### config.mk
export PLATFORM = sky130hd
export DESIGN_NAME = mem_stage_flat
export DESIGN_NICKNAME = d
export VERILOG_FILES = /design/src/rtl/mem_stage_if.sv /design/src/rtl/mem_stage.sv /design/src/flat_wrapper.sv
export SDC_FILE = /design/constraint.sdc
export NUM_CORES = 1
export LEC_CHECK = 0
export CORE_UTILIZATION = 47
export DETAILED_ROUTE_END_ITERATION = 16
export PLACE_DENSITY_LB_ADDON = 0.25
export SYNTH_ARGS = -nofsm -noshare
export SYNTH_HDL_FRONTEND = slang
export SYNTH_SLANG_ARGS = --single-unit
### constraint.sdc
create_clock -name clk -period 2.7 [get_ports clk]
set_input_delay 0.54 -clock clk [delete_from_list [all_inputs] [get_ports clk]]
set_output_delay 0.54 -clock clk [all_outputs]
set_load 0.02 [all_outputs]
### src/rtl/mem_stage_if.sv
// mem_stage_if: valid/allowin/bus handshake between two adjacent pipeline stages.
// The producing stage uses the master modport and the consuming stage uses slave.
interface mem_stage_if #(
    parameter int WIDTH = 131
);
    logic             valid;
    logic             allowin;
    logic [WIDTH-1:0] bus;

    modport master (output valid, output bus, input allowin);
    modport slave  (input valid, input bus, output allowin);
endinterface

### src/rtl/mem_stage.sv
// mem_stage: MEM pipeline stage. It waits for data-SRAM responses, aligns load data and feeds WB.
// Define MS_FWD_EN to forward the MEM-stage result on ms_fwd_bus; otherwise decode stalls on MEM hazards.
module mem_stage (
    input  logic        clk,
    input  logic        resetn,
    mem_stage_if.slave  es_ms,
    mem_stage_if.master ms_ws,
    input  logic        es_mem_inflight,
    input  logic        data_sram_data_ok,
    input  logic [31:0] data_sram_rdata,
    input  logic        flush,
    output logic        ms_ex,
    output logic [38:0] ms_fwd_bus
);
    localparam int ES_TO_MS_BUS_WD = 131;
    localparam int MS_TO_WS_BUS_WD = 125;

    typedef struct packed {
        logic lw;
        logic lb;
        logic lbu;
        logic lh;
        logic lhu;
        logic lwl;
        logic lwr;
    } ld_inst_t;

    typedef struct packed {
        logic        tlbwi;
        logic        tlbr;
        logic        store_op;
        logic [31:0] badvaddr;
        logic [10:0] c0_bus;
        logic        bd;
        logic        ex;
        logic [4:0]  excode;
        ld_inst_t    ld_inst;
        logic        res_from_mem;
        logic        gr_we;
        logic [4:0]  dest;
        logic [31:0] res;
        logic [31:0] pc;
    } es_bus_t;

    typedef struct packed {
        logic        tlbwi;
        logic        tlbr;
        logic [10:0] c0_bus;
        logic        bd;
        logic        ex;
        logic [4:0]  excode;
        logic [31:0] badvaddr;
        logic [3:0]  rf_we;
        logic [4:0]  dest;
        logic [31:0] final_result;
        logic [31:0] pc;
    } ws_bus_t;

    typedef enum logic [1:0] {
        S_IDLE,
        S_WAIT,
        S_HOLD
    } state_t;

    logic [ES_TO_MS_BUS_WD-1:0] es_raw;
    logic [MS_TO_WS_BUS_WD-1:0] ws_raw;
    es_bus_t                    es_in;
    es_bus_t                    ms_r;
    ws_bus_t                    ws_out;
    state_t                     state;
    state_t                     state_nxt;
    logic                       ms_valid;
    logic [31:0]                buf_data;
    logic [1:0]                 discard_cnt;
    logic [1:0]                 discard_cnt_nxt;
    logic [2:0]                 outstanding;
    logic                       new_expect;
    logic                       mem_expect;
    logic                       live_ok;
    logic                       ms_ready_go;
    logic                       ms_allowin;
    logic                       accept;
    logic [31:0]                ld_data;
    logic [1:0]                 ld_p;
    logic [7:0]                 ld_byte;
    logic [15:0]                ld_half;
    logic [31:0]                ld_result;
    logic [3:0]                 ld_we;
    logic [31:0]                final_result;
    logic [3:0]                 rf_we;
    logic                       fwd_pending;
    logic [31:0]                fwd_result;

    assign es_raw     = es_ms.bus;
    assign es_in      = es_bus_t'(es_raw);
    assign new_expect = (es_in.res_from_mem || es_in.store_op) && !es_in.ex;

    assign mem_expect  = ms_valid && (ms_r.res_from_mem || ms_r.store_op) && !ms_r.ex;
    assign live_ok     = data_sram_data_ok && (discard_cnt == 2'd0);
    assign ms_ready_go = !mem_expect || live_ok || (state == S_HOLD);
    assign ms_allowin  = !ms_valid || (ms_ready_go && ms_ws.allowin);
    assign accept      = es_ms.valid && ms_allowin && !flush;

    assign es_ms.allowin = ms_allowin;
    assign ms_ws.valid   = ms_valid && ms_ready_go && !flush;
    assign ms_ex         = ms_valid && ms_r.ex;

    // NOTE: sequential state uses non-blocking assignments so every flop samples pre-edge values.
    // NOTE: the entry register is reset along with the flops so that idle outputs read as zero.
    always_ff @(posedge clk or negedge resetn) begin
        if (!resetn) begin
            ms_valid <= 1'b0;
            ms_r     <= '0;
        end else if (flush) begin
            ms_valid <= 1'b0;
        end else if (ms_allowin) begin
            ms_valid <= es_ms.valid;
            if (es_ms.valid) ms_r <= es_in;
        end
    end

    always_ff @(posedge clk or negedge resetn) begin
        if (!resetn) begin
            state       <= S_IDLE;
            discard_cnt <= 2'd0;
            buf_data    <= 32'd0;
        end else begin
            state       <= state_nxt;
            discard_cnt <= discard_cnt_nxt;
            if (accept)
                buf_data <= 32'd0;
            else if (state == S_WAIT && live_ok && !ms_ws.allowin)
                buf_data <= data_sram_rdata;
        end
    end

    // When ms_allowin is high the current entry (if any) is leaving, so the next
    // state depends only on what is being accepted; WAIT with a response and no
    // allowin can only mean writeback is stalled, which is the HOLD case.
    // NOTE: every always_comb output gets a default first so no latch is inferred.
    always_comb begin
        state_nxt = state;
        if (flush)
            state_nxt = S_IDLE;
        else if (ms_allowin)
            state_nxt = (es_ms.valid && new_expect) ? S_WAIT : S_IDLE;
        else if (state == S_WAIT && live_ok)
            state_nxt = S_HOLD;
    end

    // Responses still owed to flushed instructions: pending discards, the WAIT
    // entry's own request and the one execute has in flight, less any response
    // arriving in the flush cycle itself.
    always_comb begin
        discard_cnt_nxt = discard_cnt;
        outstanding     = {1'b0, discard_cnt} + {2'b00, state == S_WAIT} + {2'b00, es_mem_inflight};
        if (flush) begin
            if (data_sram_data_ok && outstanding != 3'd0) outstanding = outstanding - 3'd1;
            discard_cnt_nxt = (outstanding > 3'd3) ? 2'd3 : outstanding[1:0];
        end else if (data_sram_data_ok && discard_cnt != 2'd0) begin
            discard_cnt_nxt = discard_cnt - 2'd1;
        end
    end

    assign ld_data = (state == S_HOLD) ? buf_data : data_sram_rdata;
    assign ld_p    = ms_r.res[1:0];
    assign ld_byte = ld_data[{ld_p, 3'b000} +: 8];
    assign ld_half = ld_p[1] ? ld_data[31:16] : ld_data[15:0];

    always_comb begin
        ld_result = ld_data;
        ld_we     = 4'b1111;
        if (ms_r.ld_inst.lw) begin
            ld_result = ld_data;
        end else if (ms_r.ld_inst.lb || ms_r.ld_inst.lbu) begin
            ld_result = {{24{ms_r.ld_inst.lb & ld_byte[7]}}, ld_byte};
        end else if (ms_r.ld_inst.lh || ms_r.ld_inst.lhu) begin
            ld_result = {{16{ms_r.ld_inst.lh & ld_half[15]}}, ld_half};
        end else if (ms_r.ld_inst.lwl) begin
            ld_result = ld_data << {~ld_p, 3'b000};
            ld_we     = 4'b1111 << ~ld_p;
        end else if (ms_r.ld_inst.lwr) begin
            ld_result = ld_data >> {ld_p, 3'b000};
            ld_we     = 4'b1111 >> ld_p;
        end
    end

    assign final_result = ms_r.res_from_mem ? ld_result : ms_r.res;
    assign rf_we        = ms_r.ex ? 4'b0000 : (ms_r.res_from_mem ? ld_we : {4{ms_r.gr_we}});

    always_comb begin
        ws_out              = '0;
        ws_out.tlbwi        = ms_r.tlbwi;
        ws_out.tlbr         = ms_r.tlbr;
        ws_out.c0_bus       = ms_r.c0_bus;
        ws_out.bd           = ms_r.bd;
        ws_out.ex           = ms_r.ex;
        ws_out.excode       = ms_r.excode;
        ws_out.badvaddr     = ms_r.badvaddr;
        ws_out.rf_we        = rf_we;
        ws_out.dest         = ms_r.dest;
        ws_out.final_result = final_result;
        ws_out.pc           = ms_r.pc;
    end

    assign ws_raw    = ws_out;
    assign ms_ws.bus = ws_raw;

`ifdef MS_FWD_EN
    assign fwd_pending = mem_expect && !ms_ready_go;
    assign fwd_result  = (ms_valid && ms_ready_go) ? final_result : 32'd0;
`else
    assign fwd_pending = ms_valid && ms_r.gr_we;
    assign fwd_result  = 32'd0;
`endif

    assign ms_fwd_bus = {fwd_pending,
                         ms_valid && ms_r.gr_we && !flush,
                         ms_valid ? ms_r.dest : 5'd0,
                         fwd_result};
endmodule

### src/flat_wrapper.sv
// flat-port wrapper written by rule: the top's interface ports become plain ports
module mem_stage_flat 
  (clk, resetn, es_mem_inflight, data_sram_data_ok, data_sram_rdata, flush, ms_ex, ms_fwd_bus, es_ms_valid, es_ms_bus, es_ms_allowin, ms_ws_valid, ms_ws_bus, ms_ws_allowin);
  mem_stage_if #(.WIDTH(131)) es_ms_i ();
  mem_stage_if #(.WIDTH(125)) ms_ws_i ();
  input  logic clk;
  input  logic resetn;
  input  logic es_mem_inflight;
  input  logic data_sram_data_ok;
  input  logic [31:0] data_sram_rdata;
  input  logic flush;
  output logic ms_ex;
  output logic [38:0] ms_fwd_bus;
  input wire logic [$bits(es_ms_i.valid)-1:0] es_ms_valid;
  input wire logic [$bits(es_ms_i.bus)-1:0] es_ms_bus;
  output wire logic [$bits(es_ms_i.allowin)-1:0] es_ms_allowin;
  output wire logic [$bits(ms_ws_i.valid)-1:0] ms_ws_valid;
  output wire logic [$bits(ms_ws_i.bus)-1:0] ms_ws_bus;
  input wire logic [$bits(ms_ws_i.allowin)-1:0] ms_ws_allowin;
  assign es_ms_i.valid = es_ms_valid;
  assign es_ms_i.bus = es_ms_bus;
  assign es_ms_allowin = es_ms_i.allowin;
  assign ms_ws_valid = ms_ws_i.valid;
  assign ms_ws_bus = ms_ws_i.bus;
  assign ms_ws_i.allowin = ms_ws_allowin;
  mem_stage u_core (.clk(clk), .resetn(resetn), .es_ms(es_ms_i), .ms_ws(ms_ws_i), .es_mem_inflight(es_mem_inflight), .data_sram_data_ok(data_sram_data_ok), .data_sram_rdata(data_sram_rdata), .flush(flush), .ms_ex(ms_ex), .ms_fwd_bus(ms_fwd_bus));
endmodule
==> results.sh, run 1 <==
export IMPL_status="finished with violations"
export IMPL_violations="negative setup slack"
export IMPL_synth_cells=1030
export IMPL_clkLatencyLatePin_ns=0.44
export IMPL_report_final_slew_viol_count=0
export IMPL_synth_most_common_cell="dfrtp_1"
export IMPL_setup_violations=32
export IMPL_r2r_start="u_core.state[1]"
export IMPL_gp_congestion=0.9790
export IMPL_io_buffer_count=304
export IMPL_path_clk_slew_ns=0.07
export IMPL_antenna_found_initial=1
export IMPL_cp_required_ns=2.16
export IMPL_avgSynthCellArea_um2=10.14
export IMPL_fillers=1634
export IMPL_initialDrtViolationCount=730
export IMPL_rrSetupSlack_ns=0.29
export IMPL_rr_worst_depth=13
export IMPL_synth_edf_count=0
export IMPL_htreeDepth=4
export IMPL_cts_tree="built"
export IMPL_instances_no_fill=1681
export IMPL_comb_power_share=0.464
export IMPL_initial_core_util=0.4785
export IMPL_max_slew_margin_rel=0.6236
export IMPL_ys_ff_latch=168
export IMPL_cap_viol_max_count=0
export IMPL_fmax_mhz=308.5
export IMPL_yosysUniqueCellTypes=68
export IMPL_dr_pass1_iters=5
export IMPL_yosysSeqAreaShare=0.4026
export IMPL_critPathKind="register to output port"
export IMPL_synth_top_area_share=0.4026
export IMPL_p_sw_uw=4072
export IMPL_root_buffer="clkbuf_16"
export IMPL_synth_ff_type="dfrtp_1"
export IMPL_start_kind="register"
export IMPL_p_clk_frac=0.233
export IMPL_power_frac_seq=0.303
export IMPL_dieHeight_um=151.1
export IMPL_die_area_um2=22820
export IMPL_peakVddDrop_v=0.0005288
export IMPL_cts_hold_buf=0
export IMPL_synth_area_leaders="dfrtp_1 40%, mux2_2 15%, buf_4 8.9%, mux2i_1 4.7%, nand2_1 4.5%"
export IMPL_powerDensity_nw_per_um2=687.7
export IMPL_fin_hold_ws_ns=0.06633
export IMPL_numCtsBuffers=17
export IMPL_internal_power_uw=6640
export IMPL_grt_pass1_wl_um=52580
export IMPL_cts_sinks=168
export IMPL_syn_area_um2=10440
export IMPL_final_net_count=1561
export IMPL_dr_total_vias=9561
export IMPL_rr_endpoint="u_core.discard_cnt[1]"
export IMPL_power_switching_share=0.3801
export IMPL_clock_skew_ns=0.01440
export IMPL_final_setup_tns_ns=-13.95
export IMPL_io_pins=337
export IMPL_end_kind="output port"
export IMPL_core_um2=21820
export IMPL_hp_class="input pin to asynchronous set/reset pin"
export IMPL_drive_gt1_frac=0.3610
export IMPL_place_inst=1625
export IMPL_yosys_warnings=0
export IMPL_grtUsageTotal=0.3072
export IMPL_period_share=1.201
export IMPL_synth_async_sr_flop_share=1.000
export IMPL_grt_start_max_net_pins=54
export IMPL_tightest_slew_ns=0.5646
export IMPL_post_drt_wl_per_cell_um=20.95
export IMPL_rsz0062_at_grt="true"
export IMPL_die_x_um=151.1
export IMPL_path_max_fanout=7
export IMPL_fin_ws_ns=-0.5417
export IMPL_worstPathArrival_ns=2.70
export IMPL_ant_nets=0
export IMPL_fin_crit_ns=3.242
export IMPL_first_global_vias=9406
export IMPL_ys_top_cells_by_count="168 x dfrtp_1, 138 x mux2_2, 124 x buf_4, 124 x nand2_1, 81 x a21oi_1"
export IMPL_drt_total_wl_um=35220
export IMPL_viasPerCell=5.688
export IMPL_syn2layout_area_growth_pct=49.17
export IMPL_row_count=54
export IMPL_hold_viol=0
export IMPL_p_leak_uw=0.006562
export IMPL_synth_top_cell_by_area="dfrtp_1"
export IMPL_hpwl_um=25490
export IMPL_grt_overflow_total=0
export IMPL_drc=0
export IMPL_multi_input_area_um2=5657
export IMPL_seqCellArea_um2=4205
export IMPL_cts_buffer_depth=2
[registers in the layout, indices dropped and copies added (netlist names)]
register            flops
u_core.ms_ws.bus       89
u_core.state            2
u_core.buf_data        32
u_core.ld_p             2
u_core.discard_cnt      2
u_core.ms_r            40
u_core.ms_valid         1
[layer usage]
layer	vias up	global-route usage	part of all wire	routed length [um]
li1	4267	-	-	-
met1	4709	0.4055	0.42	14630
met2	519	0.4911	0.47	16690
met3	64	0.06657	0.082	2899
met4	2	0.1200	0.028	990
met5	-	0	0.00031	11
[placed cells by master, fill, tap and decap left out, types with 14 or more instances in the layout]
cell type	n
a21oi_1	61
a21oi_2	18
buf_12	17
buf_4	166
buf_6	30
clkbuf_16	17
clkdlybuf4s50_1	265
conb_1	32
dfrtp_1	167
inv_1	14
mux2_2	134
mux2i_1	24
mux2i_4	18
nand2_1	123
nor2_1	52
o22ai_1	28
[layout make-up]
class / instances / share of cell area
Antenna cell: 2 / 0.0003213
Clock buffer: 18 / 0.02819
Clock inverter: 14 / 0.009880
Inverter: 15 / 0.003614
Multi-Input combinational cell: 691 / 0.3631
Sequential cell: 168 / 0.2700
Tap cell: 280 / 0.02249
Timing Repair Buffer: 493 / 0.3024
[worst max-delay path by stage]
stage                                    from       endpoint  slack [ns]  depth (start not counted)
after floorplan               u_core.state[1]  ms_ws_bus[62]        0.05                          8
after global placement    data_sram_rdata[15]  ms_ws_bus[61]       -0.78                          8
after detailed placement  data_sram_rdata[15]  ms_ws_bus[58]       -0.93                          7
after CTS                     u_core.state[0]  ms_ws_bus[42]       -0.55                         10
after global routing          u_core.state[0]  ms_ws_bus[42]       -0.59                         10
final                         u_core.state[1]  ms_ws_bus[42]       -0.54                         10
[stage by stage]
step / cell area, um^2 / setup WS, ns / util / total power, uW
2_1_floorplan: 10560 / 0.04703 / - / 6056
3_3_place_gp: 14080 / -0.7816 / 0.6451 / 7795
3_5_place_dp: 14080 / -0.9294 / 0.6451 / 7868
4_1_cts: 15160 / -0.5511 / 0.6949 / 10530
5_1_grt: 15570 / -0.5928 / 0.7136 / 11190
6_report: 15580 / -0.5417 / 0.7138 / 10710
[worst max-delay path, cell delays in order, from the launching register on]
cell      delay [ns]
dfrtp_1         0.39
nor2b_4         0.20
buf_12          0.14
mux4_2          0.52
a22oi_2         0.15
buf_6           0.17
buf_6           0.10
nor3b_4         0.20
buf_12          0.16
a221oi_2        0.06
buf_4           0.17
[cells by family (layout without fill, tap and decap cells)]
kind of cell | after synthesis | in the layout | synth area share
multiplexers | 193 | 193 | 0.2086
XOR/XNOR | 1 | 1 | 0.0008389
AO/OA/AOI/OAI | 234 | 234 | 0.1564
buffers and inverters | 203 | 540 | 0.1307
other | 1 | 34 | 0.0003591
flip-flops | 168 | 168 | 0.4026
adder cells (fa/ha/maj) | 5 | 5 | 0.006710
AND/OR/NAND/NOR | 225 | 226 | 0.09382
[power by group through the flow]
stage                     Clock [uW]  Sequential [uW]  Combinational, uW
final                           2490             3250               4970
after global routing            2640             3300               5250
after CTS                       2540             3240               4740
after detailed placement           0             3280               4590
after global placement             0             3260               4540
after floorplan                    0             3190               2860
[repair_timing]
item,in CTS,in global routing
setup buffers,14,10
gates cloned,2,0
resized for setup,267,84
endpoints found under the setup margin,38,37
pin swaps,27,29
Power figures use the tool's default switching activity.
==> inputs of run 2 (changes only) <==
Settings changed: CORE_ASPECT_RATIO set to 1.75, CORE_MARGIN set to 1.5, GPL_TIMING_DRIVEN set to 0.
==> run 2 against run 1 <==
Compared with the run above:
- the run still ends with negative setup slack left
- first-iteration DRC count decreased by 16%
- cell count increased by 3.9%
- hold slack got worse by 0.019 ns
- clock skew decreased by 0.0084 ns
- critical path depth decreased by 4
- clock-buffer cell count increased by 1
- critical endpoint is now ms_ws_bus[58]
==> results.sh, run 2 (synthesized netlist as in run 1, its figures left out) <==
export IMPL_cts_buffer_depth=2
export IMPL_seqCellArea_um2=4207
export IMPL_finalPower_uw=11020
export IMPL_drt_total_wl_um=38330
export IMPL_p_leak_uw=0.006754
export IMPL_htreeDepth=4
export IMPL_powerDensity_nw_per_um2=690.0
export IMPL_hpwl_um=28390
export IMPL_period_share=1.266
export IMPL_report_final_slew_viol_count=0
export IMPL_hp_class="input pin to asynchronous set/reset pin"
export IMPL_cts_hold_buf=0
export IMPL_path_max_fanout=9
export IMPL_root_buffer="clkbuf_16"
export IMPL_cp_required_ns=2.16
export IMPL_grt_start_max_net_pins=104
export IMPL_io_pins=337
export IMPL_max_slew_margin_rel=0.3284
export IMPL_dr_total_vias=9726
export IMPL_final_cell_mix="264 x clkdlybuf4s50_1, 177 x buf_4, 166 x dfrtp_1"
export IMPL_cap_viol_max_count=0
export IMPL_core_um2=21980
export IMPL_final_net_count=1610
export IMPL_drc=0
export IMPL_numCtsBuffers=17
export IMPL_dieHeight_um=200.2
export IMPL_path_clk_slew_ns=0.07
export IMPL_hold_viol=0
export IMPL_drive_gt1_frac=0.3704
export IMPL_rsz0062_at_grt="true"
export IMPL_place_inst=1661
export IMPL_first_global_vias=10196
export IMPL_clock_skew_ns=0.005974
export IMPL_status="finished with violations"
export IMPL_fin_ws_ns=-0.7193
export IMPL_final_util=0.7269
export IMPL_cts_sinks=168
export IMPL_tightest_slew_ns=1.007
export IMPL_syn2layout_area_growth_pct=53.01
export IMPL_start_kind="register"
export IMPL_cp_startpoint="u_core.ms_r[75]"
export IMPL_post_drt_wl_per_cell_um=21.94
export IMPL_instances_no_fill=1747
export IMPL_violations="negative setup slack"
export IMPL_worstPathArrival_ns=2.88
export IMPL_r2r_start="u_core.state[1]"
export IMPL_fmax_mhz=292.5
export IMPL_critPathKind="register to output port"
export IMPL_grt_overflow_total=0
export IMPL_place_ws_ns=-1.346
export IMPL_viasPerCell=5.567
export IMPL_io_buffer_count=303
export IMPL_gp_congestion=1.009
export IMPL_final_common_cell="clkdlybuf4s50_1"
export IMPL_cts_tree="built"
export IMPL_initial_core_util=0.4751
export IMPL_die_area_um2=23160
export IMPL_setup_violations=34
export IMPL_multi_input_area_um2=5782
export IMPL_initialDrtViolationCount=613
export IMPL_grtUsageTotal=0.3254
export IMPL_fillers=1669
export IMPL_ant_nets=0
export IMPL_antenna_found_initial=5
export IMPL_peakVddDrop_v=0.0005962
export IMPL_clkLatencyLatePin_ns=0.43
export IMPL_fin_crit_ns=3.419
export IMPL_end_kind="output port"
export IMPL_die_x_um=115.7
export IMPL_grt_pass1_wl_um=56270
export IMPL_largest_reg_flops=89
export IMPL_row_count=72
export IMPL_final_setup_tns_ns=-19.50
export IMPL_dr_pass1_iters=7
[run 2: cell types whose count changed in the layout (fill, tap and decap cells not counted), moves of 4 or more]
cell,previous run,this run
a21oi_2,18,12
clkbuf_8,1,5
a21oi_1,61,69
mux2i_4,18,25
o21ai_0,13,18
a221oi_4,1,9
o21ai_1,13,8
mux2i_1,24,17
buf_2,5,22
buf_4,166,177
clkbuf_2,0,6
buf_12,17,8
clkbuf_1,0,19
a221oi_2,12,3
[run 2: where the power goes]
| part | total, uW | leakage (uW) | internal [uW] | switching, uW |
|---|---|---|---|---|
| Combinational | 5260 | 0.00442 | 2570 | 2700 |
| Sequential | 3270 | 0.00205 | 2970 | 301 |
| Clock | 2500 | 0.000288 | 1420 | 1070 |
| Total | 11000 | 0.00675 | 6950 | 4070 |
[run 2: metal layers]
layer  global-route usage  vias up  part of all wire
met5                    0        -                 0
li1                     -     4347                 -
met3               0.1041      159             0.092
met2               0.5769      561              0.52
met1               0.3093     4659              0.31
met4               0.2252        0             0.079
[run 2: what timing repair did]
action / in CTS / in global routing
pin swaps: 26 / 26
buffers inserted: 31 / 25
setup endpoints to repair: 44 / 73
gates cloned: 1 / 1
gates resized for setup: 323 / 68
hold endpoints to repair: 0 / 0
[run 2: worst max-delay path: stages (launching register included)]
cell and delay [ns]:
dfrtp_1 0.41, nor2_2 0.49, nand3_1 0.49, nor2_4 0.40
a2111oi_2 0.13, o2bb2ai_1 0.23, clkdlybuf4s15_2 0.30
[run 2: worst paths after layout]
path | end | slack (ns) | depth (start not counted)
max in group asynchronous | u_core.buf_data[4] | 1.76 | 2
min in group clk | u_core.state[0] | 0.48 | 2
worst min register to register | u_core.ms_ws.bus[121] | 0.51 | 1
worst min-delay path | u_core.ms_ws.bus[120] | 0.05 | 1
worst max register to register | u_core.buf_data[2] | 0.13 | 10
worst max-delay path | ms_ws_bus[58] | -0.72 | 6
[run 2: metrics by stage]
stage / cell area, um^2 / hold WS, ns
6_report: 15980 / 0.04777
5_1_grt: 15980 / 0.07105
4_1_cts: 15430 / 0.05976
3_5_place_dp: 14000 / 0.4974
3_3_place_gp: 13960 / 0.4896
2_1_floorplan: 10560 / 0.2444
[run 2: layout make-up]
| class | instances | share of cell area |
|---|---|---|
| Buffer | 183 | 0.08849 |
| Clock inverter | 12 | 0.008771 |
| Multi-Input combinational cell | 690 | 0.3619 |
| Sequential cell | 168 | 0.2633 |
| Clock buffer | 19 | 0.02835 |
| Timing Repair Buffer | 360 | 0.2218 |
| Inverter | 15 | 0.003602 |
| Tap cell | 296 | 0.02318 |
| Antenna cell | 4 | 0.0006265 |
==> inputs of run 3 (changes only) <==
Settings changed: ABC_CLOCK_PERIOD_IN_PS set to 2700.
==> results of run 3 <==
No change in the layout: final DEF, timing and power equal those of run 2.
